**config.mk**
```make
export PLATFORM = sky130hd
export DESIGN_NAME = ifu_fetch_flat
export DESIGN_NICKNAME = d
export VERILOG_FILES = /design/src/rtl/ifu_pkg.sv /design/src/rtl/ifu_if.sv /design/src/rtl/ifu_queue.sv /design/src/rtl/ifu_fetch.sv /design/src/flat_wrapper.sv
export SDC_FILE = /design/constraint.sdc
export NUM_CORES = 1
export LEC_CHECK = 0
export ABC_AREA = 1
export CAP_MARGIN = 20
export CORE_UTILIZATION = 57
export CTS_CLUSTER_DIAMETER = 200
export DETAILED_ROUTE_END_ITERATION = 10
export PLACE_DENSITY = 0.95
export REMOVE_ABC_BUFFERS = 1
export SYNTH_ARGS = -nofsm -noshare
export SYNTH_HDL_FRONTEND = slang
export SYNTH_SLANG_ARGS = --single-unit
```
**constraint.sdc**
```tcl
create_clock -name clk -period 2.6 [get_ports clk]
set_clock_uncertainty 0.05 [all_clocks]
set_input_delay 0.52 -clock clk [delete_from_list [all_inputs] [get_ports clk]]
set_output_delay 0.52 -clock clk [all_outputs]
set_load 0.005 [all_outputs]
```
**src/rtl/ifu_pkg.sv**
```systemverilog
// ifu_pkg: shared types and constants for the instruction fetch unit.
//   IFU_XLEN      address/data width
//   IFU_RESET_PC  default PC loaded at reset
//   IFU_DEPTH     default instruction queue depth
//   fetch_state_e fetch FSM states
//   queue_entry_t one buffered instruction with its PC
package ifu_pkg;

    localparam int IFU_XLEN = 32;
    localparam logic [IFU_XLEN-1:0] IFU_RESET_PC = 32'h8000_0000;
    localparam int IFU_DEPTH = 2;

    typedef enum logic [1:0] {
        ST_REQ,
        ST_WAIT,
        ST_FAULT
    } fetch_state_e;

    typedef struct packed {
        logic [IFU_XLEN-1:0] inst;
        logic [IFU_XLEN-1:0] pc;
    } queue_entry_t;

endpackage

```
**src/rtl/ifu_if.sv**
```systemverilog
// ifu_if: bundles the fetch unit's bus-level signals.
//   imem_req_*   fetch request to instruction memory (valid/ready)
//   imem_rsp_*   memory response (valid, data, access-fault flag)
//   inst_*       instruction handed to execute (valid/ready)
//   redirect_*   PC redirect strobe and target from execute
//   fetch_fault  sticky fault indication
// master: the fetch unit. slave: memory plus execute.
interface ifu_if
    import ifu_pkg::*;
#(
    parameter int XLEN = IFU_XLEN
);
    logic            imem_req_valid;
    logic            imem_req_ready;
    logic [XLEN-1:0] imem_req_addr;
    logic            imem_rsp_valid;
    logic [XLEN-1:0] imem_rsp_data;
    logic            imem_rsp_err;
    logic            inst_valid;
    logic            inst_ready;
    logic [XLEN-1:0] inst;
    logic [XLEN-1:0] inst_pc;
    logic            redirect_valid;
    logic [XLEN-1:0] redirect_pc;
    logic            fetch_fault;

    modport master (
        output imem_req_valid, imem_req_addr,
        input  imem_req_ready,
        input  imem_rsp_valid, imem_rsp_data, imem_rsp_err,
        output inst_valid, inst, inst_pc,
        input  inst_ready,
        input  redirect_valid, redirect_pc,
        output fetch_fault
    );

    modport slave (
        input  imem_req_valid, imem_req_addr,
        output imem_req_ready,
        output imem_rsp_valid, imem_rsp_data, imem_rsp_err,
        input  inst_valid, inst, inst_pc,
        output inst_ready,
        output redirect_valid, redirect_pc,
        input  fetch_fault
    );

endinterface

```
**src/rtl/ifu_queue.sv**
```systemverilog
// ifu_queue: DEPTH-entry synchronous FIFO of fetched instructions.
//   clk, rst_n  clock, asynchronous active-low reset
//   push        write push_entry at the tail
//   pop         drop the head entry
//   flush       empty the queue; overrides push and pop
//   count       number of valid entries
//   head        entry at the head (registered storage)
module ifu_queue
    import ifu_pkg::*;
#(
    parameter int  DEPTH = IFU_DEPTH,
    localparam int PTR_W = $clog2(DEPTH),
    localparam int CNT_W = PTR_W + 1
) (
    input  logic         clk,
    input  logic         rst_n,
    input  logic         push,
    input  logic         pop,
    input  logic         flush,
    input  queue_entry_t push_entry,
    output logic [CNT_W-1:0] count,
    output queue_entry_t head
);

    queue_entry_t     entries [DEPTH];
    logic [PTR_W-1:0] rd_ptr;
    logic [PTR_W-1:0] wr_ptr;

    // DEPTH is a power of two, so the pointers wrap naturally.
    always_ff @(posedge clk or negedge rst_n) begin
        if (!rst_n) begin
            for (int i = 0; i < DEPTH; i++) begin
                entries[i] <= '0;
            end
            rd_ptr <= '0;
            wr_ptr <= '0;
            count  <= '0;
        end else if (flush) begin
            rd_ptr <= '0;
            wr_ptr <= '0;
            count  <= '0;
        end else begin
            if (push) begin
                entries[wr_ptr] <= push_entry;
                wr_ptr          <= wr_ptr + PTR_W'(1);
            end
            if (pop) begin
                rd_ptr <= rd_ptr + PTR_W'(1);
            end
            case ({push, pop})
                2'b10:   count <= count + CNT_W'(1);
                2'b01:   count <= count - CNT_W'(1);
                default: count <= count;
            endcase
        end
    end

    assign head = entries[rd_ptr];

endmodule

```
**src/rtl/ifu_fetch.sv**
```systemverilog
// ifu_fetch: instruction fetch stage feeding the single-cycle execute core.
// Owns the PC, issues one word fetch at a time, buffers responses in a
// small queue and accepts PC redirects from execute.
//   clk, rst_n  clock, asynchronous active-low reset
//   bus         ifu_if master: imem request/response, instruction
//               output handshake, redirect input, fetch_fault
module ifu_fetch
    import ifu_pkg::*;
#(
    parameter int              XLEN     = IFU_XLEN,
    parameter logic [XLEN-1:0] RESET_PC = IFU_RESET_PC,
    parameter int              DEPTH    = IFU_DEPTH
) (
    input logic   clk,
    input logic   rst_n,
    ifu_if.master bus
);

    localparam int CNT_W = $clog2(DEPTH) + 1;

    fetch_state_e     state, state_nxt;
    logic [XLEN-1:0]  pc, pc_nxt;
    logic [XLEN-1:0]  infl_pc, infl_pc_nxt;
    logic             drop, drop_nxt;
    logic             fault, fault_nxt;
    logic             req_valid;
    logic [CNT_W-1:0] count, count_nxt;
    queue_entry_t     head;
    queue_entry_t     push_entry;
    logic             push, pop, flush;
    logic             req_fire;
    logic             outstanding_after;
    logic             misaligned;

    assign req_fire   = req_valid && bus.imem_req_ready;
    assign pop        = (count != '0) && bus.inst_ready;
    assign flush      = bus.redirect_valid;
    assign push       = (state == ST_WAIT) && bus.imem_rsp_valid && !drop &&
                        !bus.imem_rsp_err && !bus.redirect_valid;
    assign push_entry = '{inst: bus.imem_rsp_data, pc: infl_pc};
    assign misaligned = bus.redirect_pc[1:0] != 2'b00;

    // A request is still owed a response after this edge if one is being
    // accepted now, or one was pending and has not arrived this cycle.
    assign outstanding_after = req_fire ||
                               (((state == ST_WAIT) || drop) && !bus.imem_rsp_valid);

    // Queue occupancy after this edge; lets the request valid be registered.
    always_comb begin
        count_nxt = count;
        if (flush) begin
            count_nxt = '0;
        end else if (push && !pop) begin
            count_nxt = count + CNT_W'(1);
        end else if (pop && !push) begin
            count_nxt = count - CNT_W'(1);
        end
    end

    // Next-state logic. A redirect overrides everything; if a response is
    // still owed, it is marked for discard and fetching waits for it.
    always_comb begin
        state_nxt   = state;
        pc_nxt      = pc;
        infl_pc_nxt = infl_pc;
        drop_nxt    = drop;
        fault_nxt   = fault;
        if (bus.redirect_valid) begin
            pc_nxt   = bus.redirect_pc;
            drop_nxt = outstanding_after;
            if (misaligned) begin
                state_nxt = ST_FAULT;
                fault_nxt = 1'b1;
            end else begin
                fault_nxt = 1'b0;
                state_nxt = outstanding_after ? ST_WAIT : ST_REQ;
            end
        end else begin
            case (state)
                ST_REQ: begin
                    if (req_fire) begin
                        infl_pc_nxt = pc;
                        pc_nxt      = pc + XLEN'(4);
                        state_nxt   = ST_WAIT;
                    end
                end
                ST_WAIT: begin
                    if (bus.imem_rsp_valid) begin
                        if (drop) begin
                            drop_nxt  = 1'b0;
                            state_nxt = ST_REQ;
                        end else if (bus.imem_rsp_err) begin
                            fault_nxt = 1'b1;
                            state_nxt = ST_FAULT;
                        end else begin
                            state_nxt = ST_REQ;
                        end
                    end
                end
                ST_FAULT: begin
                    if (drop && bus.imem_rsp_valid) begin
                        drop_nxt = 1'b0;
                    end
                end
                default: state_nxt = ST_REQ;
            endcase
        end
    end

    // State and registered outputs. The request valid is computed from the
    // next state and next occupancy, so it is low throughout reset.
    always_ff @(posedge clk or negedge rst_n) begin
        if (!rst_n) begin
            state     <= ST_REQ;
            pc        <= RESET_PC;
            infl_pc   <= '0;
            drop      <= 1'b0;
            fault     <= 1'b0;
            req_valid <= 1'b0;
        end else begin
            state     <= state_nxt;
            pc        <= pc_nxt;
            infl_pc   <= infl_pc_nxt;
            drop      <= drop_nxt;
            fault     <= fault_nxt;
            req_valid <= (state_nxt == ST_REQ) && (count_nxt < CNT_W'(DEPTH));
        end
    end

    ifu_queue #(
        .DEPTH (DEPTH)
    ) u_queue (
        .clk        (clk),
        .rst_n      (rst_n),
        .push       (push),
        .pop        (pop),
        .flush      (flush),
        .push_entry (push_entry),
        .count      (count),
        .head       (head)
    );

    assign bus.imem_req_valid = req_valid;
    assign bus.imem_req_addr  = pc;
    assign bus.inst_valid     = count != '0;
    assign bus.inst           = head.inst;
    assign bus.inst_pc        = head.pc;
    assign bus.fetch_fault    = fault;

endmodule

```
**src/flat_wrapper.sv**
```systemverilog
// flat-port wrapper written by rule: the top's interface ports become plain ports
module ifu_fetch_flat import ifu_pkg::*;
#(
    parameter int              XLEN     = IFU_XLEN,
    parameter logic [XLEN-1:0] RESET_PC = IFU_RESET_PC,
    parameter int              DEPTH    = IFU_DEPTH
)
  (clk, rst_n, bus_imem_req_valid, bus_imem_req_addr, bus_imem_req_ready, bus_imem_rsp_valid, bus_imem_rsp_data, bus_imem_rsp_err, bus_inst_valid, bus_inst, bus_inst_pc, bus_inst_ready, bus_redirect_valid, bus_redirect_pc, bus_fetch_fault);
  ifu_if #(.XLEN(XLEN)) bus_i ();
  input logic clk;
  input logic rst_n;
  output wire logic [$bits(bus_i.imem_req_valid)-1:0] bus_imem_req_valid;
  output wire logic [$bits(bus_i.imem_req_addr)-1:0] bus_imem_req_addr;
  input wire logic [$bits(bus_i.imem_req_ready)-1:0] bus_imem_req_ready;
  input wire logic [$bits(bus_i.imem_rsp_valid)-1:0] bus_imem_rsp_valid;
  input wire logic [$bits(bus_i.imem_rsp_data)-1:0] bus_imem_rsp_data;
  input wire logic [$bits(bus_i.imem_rsp_err)-1:0] bus_imem_rsp_err;
  output wire logic [$bits(bus_i.inst_valid)-1:0] bus_inst_valid;
  output wire logic [$bits(bus_i.inst)-1:0] bus_inst;
  output wire logic [$bits(bus_i.inst_pc)-1:0] bus_inst_pc;
  input wire logic [$bits(bus_i.inst_ready)-1:0] bus_inst_ready;
  input wire logic [$bits(bus_i.redirect_valid)-1:0] bus_redirect_valid;
  input wire logic [$bits(bus_i.redirect_pc)-1:0] bus_redirect_pc;
  output wire logic [$bits(bus_i.fetch_fault)-1:0] bus_fetch_fault;
  assign bus_imem_req_valid = bus_i.imem_req_valid;
  assign bus_imem_req_addr = bus_i.imem_req_addr;
  assign bus_i.imem_req_ready = bus_imem_req_ready;
  assign bus_i.imem_rsp_valid = bus_imem_rsp_valid;
  assign bus_i.imem_rsp_data = bus_imem_rsp_data;
  assign bus_i.imem_rsp_err = bus_imem_rsp_err;
  assign bus_inst_valid = bus_i.inst_valid;
  assign bus_inst = bus_i.inst;
  assign bus_inst_pc = bus_i.inst_pc;
  assign bus_i.inst_ready = bus_inst_ready;
  assign bus_i.redirect_valid = bus_redirect_valid;
  assign bus_i.redirect_pc = bus_redirect_pc;
  assign bus_fetch_fault = bus_i.fetch_fault;
  ifu_fetch #(.XLEN(XLEN), .RESET_PC(RESET_PC), .DEPTH(DEPTH)) u_core (.clk(clk), .rst_n(rst_n), .bus(bus_i));
endmodule
```
==> flow_metrics.py, run 1 <==
metrics = {
    "outcome": {
        "status": "finished, violations left",
        "violations": "negative hold slack",
    },
    "die": {
        "rows": 46,
        "initial_core_util_pct": 58.73,
        "fp.dieW_um": 130.2,
        "dieHeight_um": 130.2,
        "ioPinCount": 170,
        "fp.dieArea_um2": 16940,
        "core_region_area_um2": 15940,
    },
    "pwr": {
        "ir_drop_mv": 0.5517,
        "leakagePower_nw": 5.790,
        "powerDensity_nw_per_um2": 634.7,
    },
    "global_route": {
        "grt_max_degree": 74,
        "grt_antenna_before_repair": 0,
        "grt_pass1_vias": 8430,
        "grt.overflow.total": 0,
        "grt_pass1_wl_mm": 39.84,
        "use_met3_pct": 5.494,
        "met1_usage_pct": 37.09,
        "met2_usage_pct": 50.31,
        "top_usage_layer": "met2",
        "grt_use_total_pct": 29.86,
    },
    "cells_and_area": {
        "final_util_pct": 74.82,
        "fin_cells": 1576,
        "n_antenna_cell": 0,
        "final_cell_mix": "nand2_1 (470), dfrtp_1 (199), clkdlybuf4s50_1 (168), o21ai_0 (162), inv_1 (121)",
        "fin_nets": 1421,
        "final_common_cell": "nand2_1",
        "syn_to_final_growth_pct": 27.40,
        "nFillCells": 1074,
        "drive_gt1_share_pct": 4.706,
    },
    "synthesis": {
        "ys_seq_area_share_pct": 53.74,
        "synth_ff_type": "dfrtp_1",
        "ys_types": 35,
        "netlist_area_um2": 9363,
        "ys_ff_latch": 201,
        "avgSynthCellArea_um2": 7.802,
        "synthArstFlopShare_pct": 100.0,
        "syn_inst": 1200,
        "yosysWarnings": 0,
        "synth_edf_count": 0,
    },
    "critical_path": {
        "arrival_ns": 1.96,
        "r2r_start": "u_core.state[0]$_DFF_PN0_",
        "cp_num_buf_inv": 3,
        "crit_fanout": 39,
        "cpMostUsedCell": "nand2_1",
        "endpoint_kind": "output pin",
        "max_stage_delay_ns": 0.51,
        "startpoint_type": "flip-flop",
        "crit_type": "flip-flop to output pin",
        "slowest_stage": "clkdlybuf4s50_1",
        "reg2regPathDepth": 8,
        "crit_required_ns": 2.03,
        "rr_endpoint": "u_core.bus.imem_req_addr[11]$_DFFE_PN0P_",
        "crit_chain": "inv_2 -> buf_12 -> nand2_1 -> nand2_1 -> clkdlybuf4s50_1",
        "r2r_slack_ns": 0.34,
        "path_delay_family": "buffers and inverters",
    },
    "sta": {
        "finalWorstSetupSlack_ns": 0.07349,
        "finalCriticalPeriod_ns": 2.527,
        "relSlewSlack_pct": 49.41,
        "fin_worst_hold_slack_ns": -0.02586,
        "fmax_mhz": 395.8,
        "hold_viol": 10,
        "setup_violations": 0,
        "max_slew.worst_pin.slew_ns": 0.7581,
        "post-route-period-util_pct": 97.17,
        "slew_violations": 0,
        "rsz0062_at_grt": "no",
    },
    "place": {
        "dp_hpwl_mm": 16.00,
        "pre_cts_slack_ns": -0.04516,
        "place_inst": 1541,
        "gp_congestion": 0.8917,
        "port_buffers": 169,
    },
    "clock_network": {
        "clock_latency_ns": 0.50,
        "htreeDepth": 1,
        "clock-root-buffer": "clkbuf_16",
        "cts_buffers": 21,
        "cts_tree": "yes",
        "postCtsHoldBufs": 0,
        "clkSinkCount": 201,
        "clockBufferDepth": 3,
        "clk_pin_slew_worst_paths_ns": 0.06,
    },
    "route": {
        "drtPass1Iterations": 6,
        "first_iter_violations": 859,
        "vias": 8693,
        "wl_mm": 24.94,
        "remaining_drc_errors": 0,
        "ant_nets": 0,
        "avgRoutedWirePerCell_um": 15.83,
        "vias_per_cell": 5.516,
    },
    "job": {
        "maxCapViolations": 0,
    },
    "min_path": {
        "hold_path_class": "primary input to async pin",
    },
}
per-stage QoR:
| stage | hold WS, ns | instance area, µm² | total power [mW] | setup TNS [ns] |
|---|---|---|---|---|
| floorplan | 0.1744 | 9070 | 4.051 | -44.92 |
| global placement | 0.4152 | 11260 | 4.618 | 0 |
| detailed placement | 0.4232 | 11260 | 4.678 | -0.04516 |
| CTS | 0.01049 | 11920 | 7.584 | 0 |
| global route | 0.03186 | 11930 | 7.848 | 0 |
| finish | -0.02586 | 11930 | 7.570 | 0 |
cells by family (layout without fill, tap and decap cells):
kind of cell               Yosys count  count (layout)  synth area share (%)
and+or+nand+nor                    608             608                 26.42
buffers and inverters              186             346                 8.219
xor gates and xnor gates             4               4                0.3742
DFF                                201             201                 53.74
adders and majority gates            2               2                0.2672
AOI/OAI and AO/OA                  199             199                 10.99
layer usage:
metal | share of wire, % | vias to the layer above
met5 | 0 | -
met4 | 3.9 | 0
met3 | 8.5 | 84
met2 | 49 | 428
met1 | 39 | 4125
li1 | - | 4056
cell usage after synthesis, types with 2 or more instances:
cell	instances	area share (%)
nand4_1	11	0.74
o21ai_0	162	8.7
and2_1	2	0.13
nor3_1	2	0.11
o21ai_1	12	0.64
buf_6	4	0.48
nand3b_1	2	0.16
nand3_1	52	2.8
dfrtp_1	200	53
ha_1	2	0.27
nor2_4	4	0.48
o2111ai_1	3	0.28
a21oi_1	13	0.69
buf_2	24	1.3
buf_1	7	0.28
inv_1	122	4.9
o211ai_1	4	0.32
nand2_1	471	19
nor2_1	57	2.3
nand3_2	3	0.32
xor2_1	3	0.28
clkbuf_1	23	0.92
inv_2	5	0.20
final cells by class:
type	count	area, µm²	area share (%)
clock inverters	2	35.03	0.2937
multi-input cells	813	3577	29.99
clock buffers	33	620.6	5.203
well taps	216	270.3	2.266
inverters	127	476.7	3.997
flip-flops and latches	201	5032	42.19
repair buffers	184	1916	16.06
registers in the layout (all words and copies together) (netlist names), 2 cells and up:
register	flops
u_core.bus.imem_req_addr	32
u_core.infl_pc	32
u_core.state	2
u_core.u_queue.count	2
u_core.u_queue.entries	128
how the worst max path moves through the flow:
stage                                               endpoint  cells after the start                               from
floorplan                                        bus_inst[0]                      3  u_core.u_queue.rd_ptr$_DFFE_PN0P_
global placement     u_core.u_queue.entries[115]$_DFFE_PN0P_                      7                 bus_imem_rsp_valid
detailed placement  u_core.bus.imem_req_addr[11]$_DFFE_PN0P_                      8                 bus_imem_req_ready
CTS                                           bus_inst_pc[6]                      5  u_core.u_queue.rd_ptr$_DFFE_PN0P_
global route                                  bus_inst_pc[6]                      5  u_core.u_queue.rd_ptr$_DFFE_PN0P_
finish                                       bus_inst_pc[24]                      5  u_core.u_queue.rd_ptr$_DFFE_PN0P_
repair_timing:
action | CTS | global route
buffers inserted | 0 | 0
cloned | 0 | 0
gates resized for setup | 1 | 1
endpoints found under the setup margin | 6 | 4
power breakdown:
part / switching (mW) / total (mW) / internal (mW)
sequential: 0.184 / 3.56 / 3.38
clock: 1.17 / 2.89 / 1.72
combinational: 0.641 / 1.11 / 0.470
No activity file was read; power rests on OpenSTA's default activity.
==> inputs of run 2 (changes only) <==
--- a/config.mk
+++ b/config.mk
@@ -7,10 +7,11 @@
 export LEC_CHECK = 0
 export ABC_AREA = 1
 export CAP_MARGIN = 20
-export CORE_UTILIZATION = 57
+export CORE_UTILIZATION = 65
 export CTS_CLUSTER_DIAMETER = 200
 export DETAILED_ROUTE_END_ITERATION = 10
-export PLACE_DENSITY = 0.95
+export DONT_BUFFER_PORTS = 1
+export PLACE_DENSITY = 0.9
 export REMOVE_ABC_BUFFERS = 1
 export SYNTH_ARGS = -nofsm -noshare
 export SYNTH_HDL_FRONTEND = slang
==> flow_metrics.py, run 2 (same netlist as run 1, synthesis figures left out) <==
metrics = {
    "clock_network": {
        "clkSinkCount": 201,
        "clk_pin_slew_worst_paths_ns": 0.06,
        "clock_latency_ns": 0.48,
        "cts_setup_buffers": 0,
        "clockBufferDepth": 3,
        "htreeDepth": 1,
        "cts_tree": "yes",
        "cts_buffers": 21,
        "clock-root-buffer": "clkbuf_16",
        "cts.repair.resized": 0,
    },
    "place": {
        "pre_cts_slack_ns": 0.5753,
        "port_buffers": 0,
        "dp_hpwl_mm": 14.64,
        "gp_congestion": 0.8844,
    },
    "die": {
        "dieHeight_um": 122.0,
        "initial_core_util_pct": 66.93,
        "fp.dieArea_um2": 14890,
        "ioPinCount": 170,
        "fp.dieW_um": 122.0,
        "core_region_area_um2": 13990,
        "rows": 43,
    },
    "sta": {
        "fin_worst_hold_slack_ns": -0.3148,
        "setup_violations": 0,
        "rsz0062_at_grt": "no",
        "setup_tns_ns": 0,
        "hold_viol": 201,
        "finalCriticalPeriod_ns": 2.354,
        "relSlewSlack_pct": 60.62,
        "post-route-period-util_pct": 90.53,
        "max_slew.worst_pin.slew_ns": 0.5907,
        "slew_violations": 0,
        "finalWorstSetupSlack_ns": 0.2461,
        "fmax_mhz": 424.8,
    },
    "critical_path": {
        "r2r_slack_ns": 0.63,
        "endpoint_kind": "output pin",
        "crit_fanout": 55,
        "slowest_stage": "dfrtp_2",
        "arrival_ns": 1.78,
        "cpMostUsedCell": "nand2_1",
        "max_stage_delay_ns": 0.50,
        "startpoint_type": "flip-flop",
        "crit_type": "flip-flop to output pin",
        "crit_chain": "buf_4 -> nand2_1 -> nand2_1",
        "crit_required_ns": 2.03,
    },
    "route": {
        "ant_nets": 0,
        "avgRoutedWirePerCell_um": 16.26,
        "remaining_drc_errors": 0,
        "vias_per_cell": 5.643,
        "drtPass1Iterations": 8,
        "vias": 7714,
        "wl_mm": 22.22,
        "first_iter_violations": 711,
    },
    "global_route": {
        "grt_max_degree": 202,
        "grt_antenna_before_repair": 0,
        "grt_pass1_wl_mm": 36.32,
        "grt_pass1_vias": 7495,
        "grt_use_total_pct": 31.01,
        "grt.overflow.total": 0,
    },
    "cells_and_area": {
        "n_antenna_cell": 0,
        "final_common_cell": "nand2_1",
        "largest_reg_flops": 128,
        "regMostFlops": "u_core.u_queue.entries",
        "drive_gt1_share_pct": 5.139,
        "fin_nets": 1250,
        "final_cell_mix": "nand2_1 (470), dfrtp_1 (199), o21ai_0 (162), inv_1 (121), nor2_1 (57)",
        "syn_to_final_growth_pct": 7.751,
    },
    "pwr": {
        "leakagePower_nw": 5.115,
        "ir_drop_mv": 0.5713,
        "powerDensity_nw_per_um2": 703.0,
        "finalPower_mw": 7.093,
    },
    "outcome": {
        "violations": "negative hold slack",
        "status": "finished, violations left",
    },
    "job": {
        "maxCapViolations": 0,
    },
    "min_path": {
        "hold_path_class": "primary input to async pin",
    },
}
-- run 2: changes by cell type in the layout (fill, tap and decap cells not counted) --
cell and delta:
clkinvlp_4 +1, buf_8 -1, clkbuf_8 -2, buf_12 -5, clkdlybuf4s50_1 -168, clkbuf_1 -2, buf_4 +4
-- run 2: worst max-delay path, delay by kind of cell (launching register included) --
kind | cells | cell delay [ns]
buf+inv | 1 | 0.50
flops | 1 | 0.50
simple gates | 2 | 0.24
-- run 2: cell type report --
class / instances / area (µm²)
clock buffers: 30 / 599.3
flip-flops and latches: 201 / 5032
well taps: 180 / 225.2
multi-input cells: 813 / 3577
inverters: 127 / 476.7
clock inverters: 3 / 42.54
fillers: 1082 / 3900
repair buffers: 13 / 135.1
-- run 2: power by group --
| part | internal, mW | switching [mW] |
|---|---|---|
| Combinational | 0.207 | 0.463 |
| Clock | 1.68 | 1.16 |
| Sequential | 3.38 | 0.202 |
| Total | 5.27 | 1.82 |
-- run 2: metrics by stage --
step / cells / util, % / instance area (µm²) / hold WS, ns
floorplan: 1141 / - / 9070 / 0.1744
global placement: 1334 / 67.53 / 9447 / 0.1781
detailed placement: 1334 / 67.53 / 9447 / 0.1781
CTS: 1367 / 72.12 / 10090 / -0.3296
global route: 1367 / 72.12 / 10090 / -0.3399
finish: 1367 / 72.12 / 10090 / -0.3148
-- run 2: layer usage --
| metal | GRT usage, % | share of wire [%] | up-vias |
|---|---|---|---|
| met5 | 0 | 0 | - |
| met2 | 49.75 | 47 | 330 |
| met3 | 7.631 | 9.0 | 64 |
| met4 | 12.04 | 3.4 | 0 |
| met1 | 40.71 | 41 | 3599 |
| li1 | - | - | 3721 |
-- run 2: final timing paths --
check / start / end / depth (start not counted)
worst min-delay path: rst_n / u_core.drop$_DFFE_PN0P_ / 0
max in group asynchronous: rst_n / u_core.u_queue.entries[62]$_DFFE_PN0P_ / 0
worst max-delay path: u_core.u_queue.rd_ptr$_DFFE_PN0P_ / bus_inst_pc[25] / 3
min in group clk: bus_redirect_valid / u_core.bus.imem_req_addr[1]$_DFFE_PN0P_ / 1
worst max register to register: u_core.bus.imem_req_addr[3]$_DFFE_PN0P_ / u_core.bus.imem_req_addr[30]$_DFFE_PN0P_ / 8
worst min register to register: u_core.u_queue.entries[54]$_DFFE_PN0P_ / u_core.u_queue.entries[54]$_DFFE_PN0P_ / 2
==> inputs of run 3 (changes only) <==
--- a/config.mk
+++ b/config.mk
@@ -7,12 +7,13 @@
 export LEC_CHECK = 0
 export ABC_AREA = 1
 export CAP_MARGIN = 20
-export CORE_UTILIZATION = 65
+export CORE_UTILIZATION = 64
 export CTS_CLUSTER_DIAMETER = 200
 export DETAILED_ROUTE_END_ITERATION = 10
 export DONT_BUFFER_PORTS = 1
-export PLACE_DENSITY = 0.9
+export PLACE_DENSITY = 0.89
 export REMOVE_ABC_BUFFERS = 1
+export SKIP_CTS_REPAIR_TIMING = 1
 export SYNTH_ARGS = -nofsm -noshare
 export SYNTH_HDL_FRONTEND = slang
 export SYNTH_SLANG_ARGS = --single-unit
==> constraint.sdc (replaced) <==
create_clock -name clk -period 2.5 [get_ports clk]
set_clock_uncertainty 0.05 [all_clocks]
set_input_delay 0.5 -clock clk [delete_from_list [all_inputs] [get_ports clk]]
set_output_delay 0.5 -clock clk [all_outputs]
set_load 0.005 [all_outputs]
==> flow_metrics.py, run 3 (same netlist as run 1, synthesis figures left out) <==
metrics = {
    "die": {
        "fp.dieArea_um2": 15120,
        "core_region_area_um2": 14100,
        "fp.dieW_um": 123.0,
        "ioPinCount": 170,
        "dieHeight_um": 123.0,
        "rows": 43,
        "initial_core_util_pct": 66.42,
    },
    "sta": {
        "relSlewSlack_pct": 50.10,
        "slew_violations": 0,
        "finalCriticalPeriod_ns": 2.313,
        "fmax_mhz": 432.3,
        "rsz0062_at_grt": "no",
        "setup_violations": 0,
        "post-route-period-util_pct": 92.54,
        "hold_viol": 200,
        "max_slew.worst_pin.slew_ns": 0.7486,
        "fin_worst_hold_slack_ns": -0.3406,
    },
    "route": {
        "vias": 7656,
        "first_iter_violations": 665,
        "drtPass1Iterations": 5,
        "wl_mm": 21.55,
        "avgRoutedWirePerCell_um": 15.78,
        "vias_per_cell": 5.605,
        "ant_nets": 0,
        "remaining_drc_errors": 0,
    },
    "critical_path": {
        "crit_chain": "buf_4 -> nand2_1 -> nand2_1",
        "cpMostUsedCell": "nand2_1",
        "crit_required_ns": 1.95,
        "reg2regPathDepth": 8,
        "slowest_stage": "buf_4",
        "startpoint_type": "flip-flop",
        "arrival_ns": 1.76,
        "r2r_slack_ns": 0.47,
        "rr_endpoint": "u_core.bus.imem_req_addr[20]$_DFFE_PN0P_",
        "r2r_start": "u_core.bus.imem_req_addr[3]$_DFFE_PN0P_",
        "path_delay_family": "buffers and inverters",
        "endpoint_kind": "output pin",
        "max_stage_delay_ns": 0.58,
        "crit_fanout": 64,
        "crit_type": "flip-flop to output pin",
        "cp_num_buf_inv": 1,
    },
    "place": {
        "port_buffers": 0,
        "gp_congestion": 0.8861,
        "dp_hpwl_mm": 13.76,
        "dpl-instance-area_um2": 9422,
    },
    "global_route": {
        "grt.overflow.total": 0,
        "grt_pass1_wl_mm": 34.57,
        "grt_use_total_pct": 29.09,
        "grt_antenna_before_repair": 0,
        "grt_pass1_vias": 7051,
        "grt_max_degree": 202,
    },
    "cells_and_area": {
        "final_area_um2": 10110,
        "drive_gt1_share_pct": 4.975,
        "final_util_pct": 71.70,
        "fin_nets": 1245,
        "n_antenna_cell": 0,
        "final_cell_mix": "nand2_1 (470), dfrtp_1 (199), o21ai_0 (162), inv_1 (121), nor2_1 (57)",
        "regMostFlops": "u_core.u_queue.entries",
        "final_common_cell": "nand2_1",
        "largest_reg_flops": 128,
        "syn_to_final_growth_pct": 7.951,
    },
    "pwr": {
        "powerDensity_nw_per_um2": 744.0,
        "leakagePower_nw": 5.122,
        "ir_drop_mv": 0.5545,
    },
    "clock_network": {
        "clk_pin_slew_worst_paths_ns": 0.06,
        "clock_latency_ns": 0.49,
        "clkSinkCount": 201,
        "clockBufferDepth": 3,
        "htreeDepth": 1,
        "cts_tree": "yes",
        "cts_buffers": 21,
        "clock-root-buffer": "clkbuf_16",
    },
    "outcome": {
        "violations": "negative hold slack",
        "status": "finished, violations left",
    },
    "min_path": {
        "hold_path_class": "primary input to async pin",
    },
    "job": {
        "maxCapViolations": 0,
    },
}
==> run 3: cell count changes in the layout (fill, tap and decap cells not counted) <==
cell | previous run | this run
clkbuf_1 | 5 | 6
buf_12 | 3 | 4
clkinv_2 | 1 | 3
buf_4 | 10 | 4
bufinv_16 | 1 | 2
==> run 3: worst max-delay path by stage <==
stage,slack [ns],cells past startpoint,start,to
after floorplan,-0.55,3,u_core.u_queue.rd_ptr$_DFFE_PN0P_,bus_inst[0]
after global placement,0.55,8,u_core.bus.imem_req_addr[3]$_DFFE_PN0P_,u_core.bus.imem_req_addr[20]$_DFFE_PN0P_
after detailed placement,0.54,8,u_core.bus.imem_req_addr[3]$_DFFE_PN0P_,u_core.bus.imem_req_addr[30]$_DFFE_PN0P_
after CTS,0.19,3,u_core.u_queue.rd_ptr$_DFFE_PN0P_,bus_inst_pc[2]
after global routing,0.11,3,u_core.u_queue.rd_ptr$_DFFE_PN0P_,bus_inst_pc[17]
final,0.19,3,u_core.u_queue.rd_ptr$_DFFE_PN0P_,bus_inst_pc[2]
==> run 3: report_power, final <==
group,internal [mW],leakage (nW),switching (mW),total (mW)
Clock,1.87,0.335,1.22,3.09
Sequential,3.51,2.67,0.201,3.72
Combinational,0.217,2.11,0.492,0.710
==> run 3: through the flow <==
stage	setup TNS, ns	setup slack [ns]	cells	power, mW	hold WS, ns
finish	0	0.1866	1366	7.519	-0.3406
floorplan	-55.92	-0.5463	1141	4.213	0.1544
global placement	0	0.5478	1329	4.422	0.1594
global route	0	0.1087	1366	7.824	-0.3592
detailed placement	0	0.5434	1329	4.462	0.1588
CTS	0	0.1878	1366	7.553	-0.3525
==> run 3: final cells by class <==
class	instances	area [µm²]
sequential	201	5032
timing repair buffer	8	110.1
tap	180	225.2
multi-input combinational	813	3577
inverter	127	476.7
clock inverter	6	82.58
clock buffer	31	603.1
fill	1072	3989
==> run 3: routing by layer <==
metal	global-route usage [%]	share of wire (%)
met1	39.35	43
met2	46.98	48
met3	6.596	7.3
met4	8.918	2.3
met5	0	0
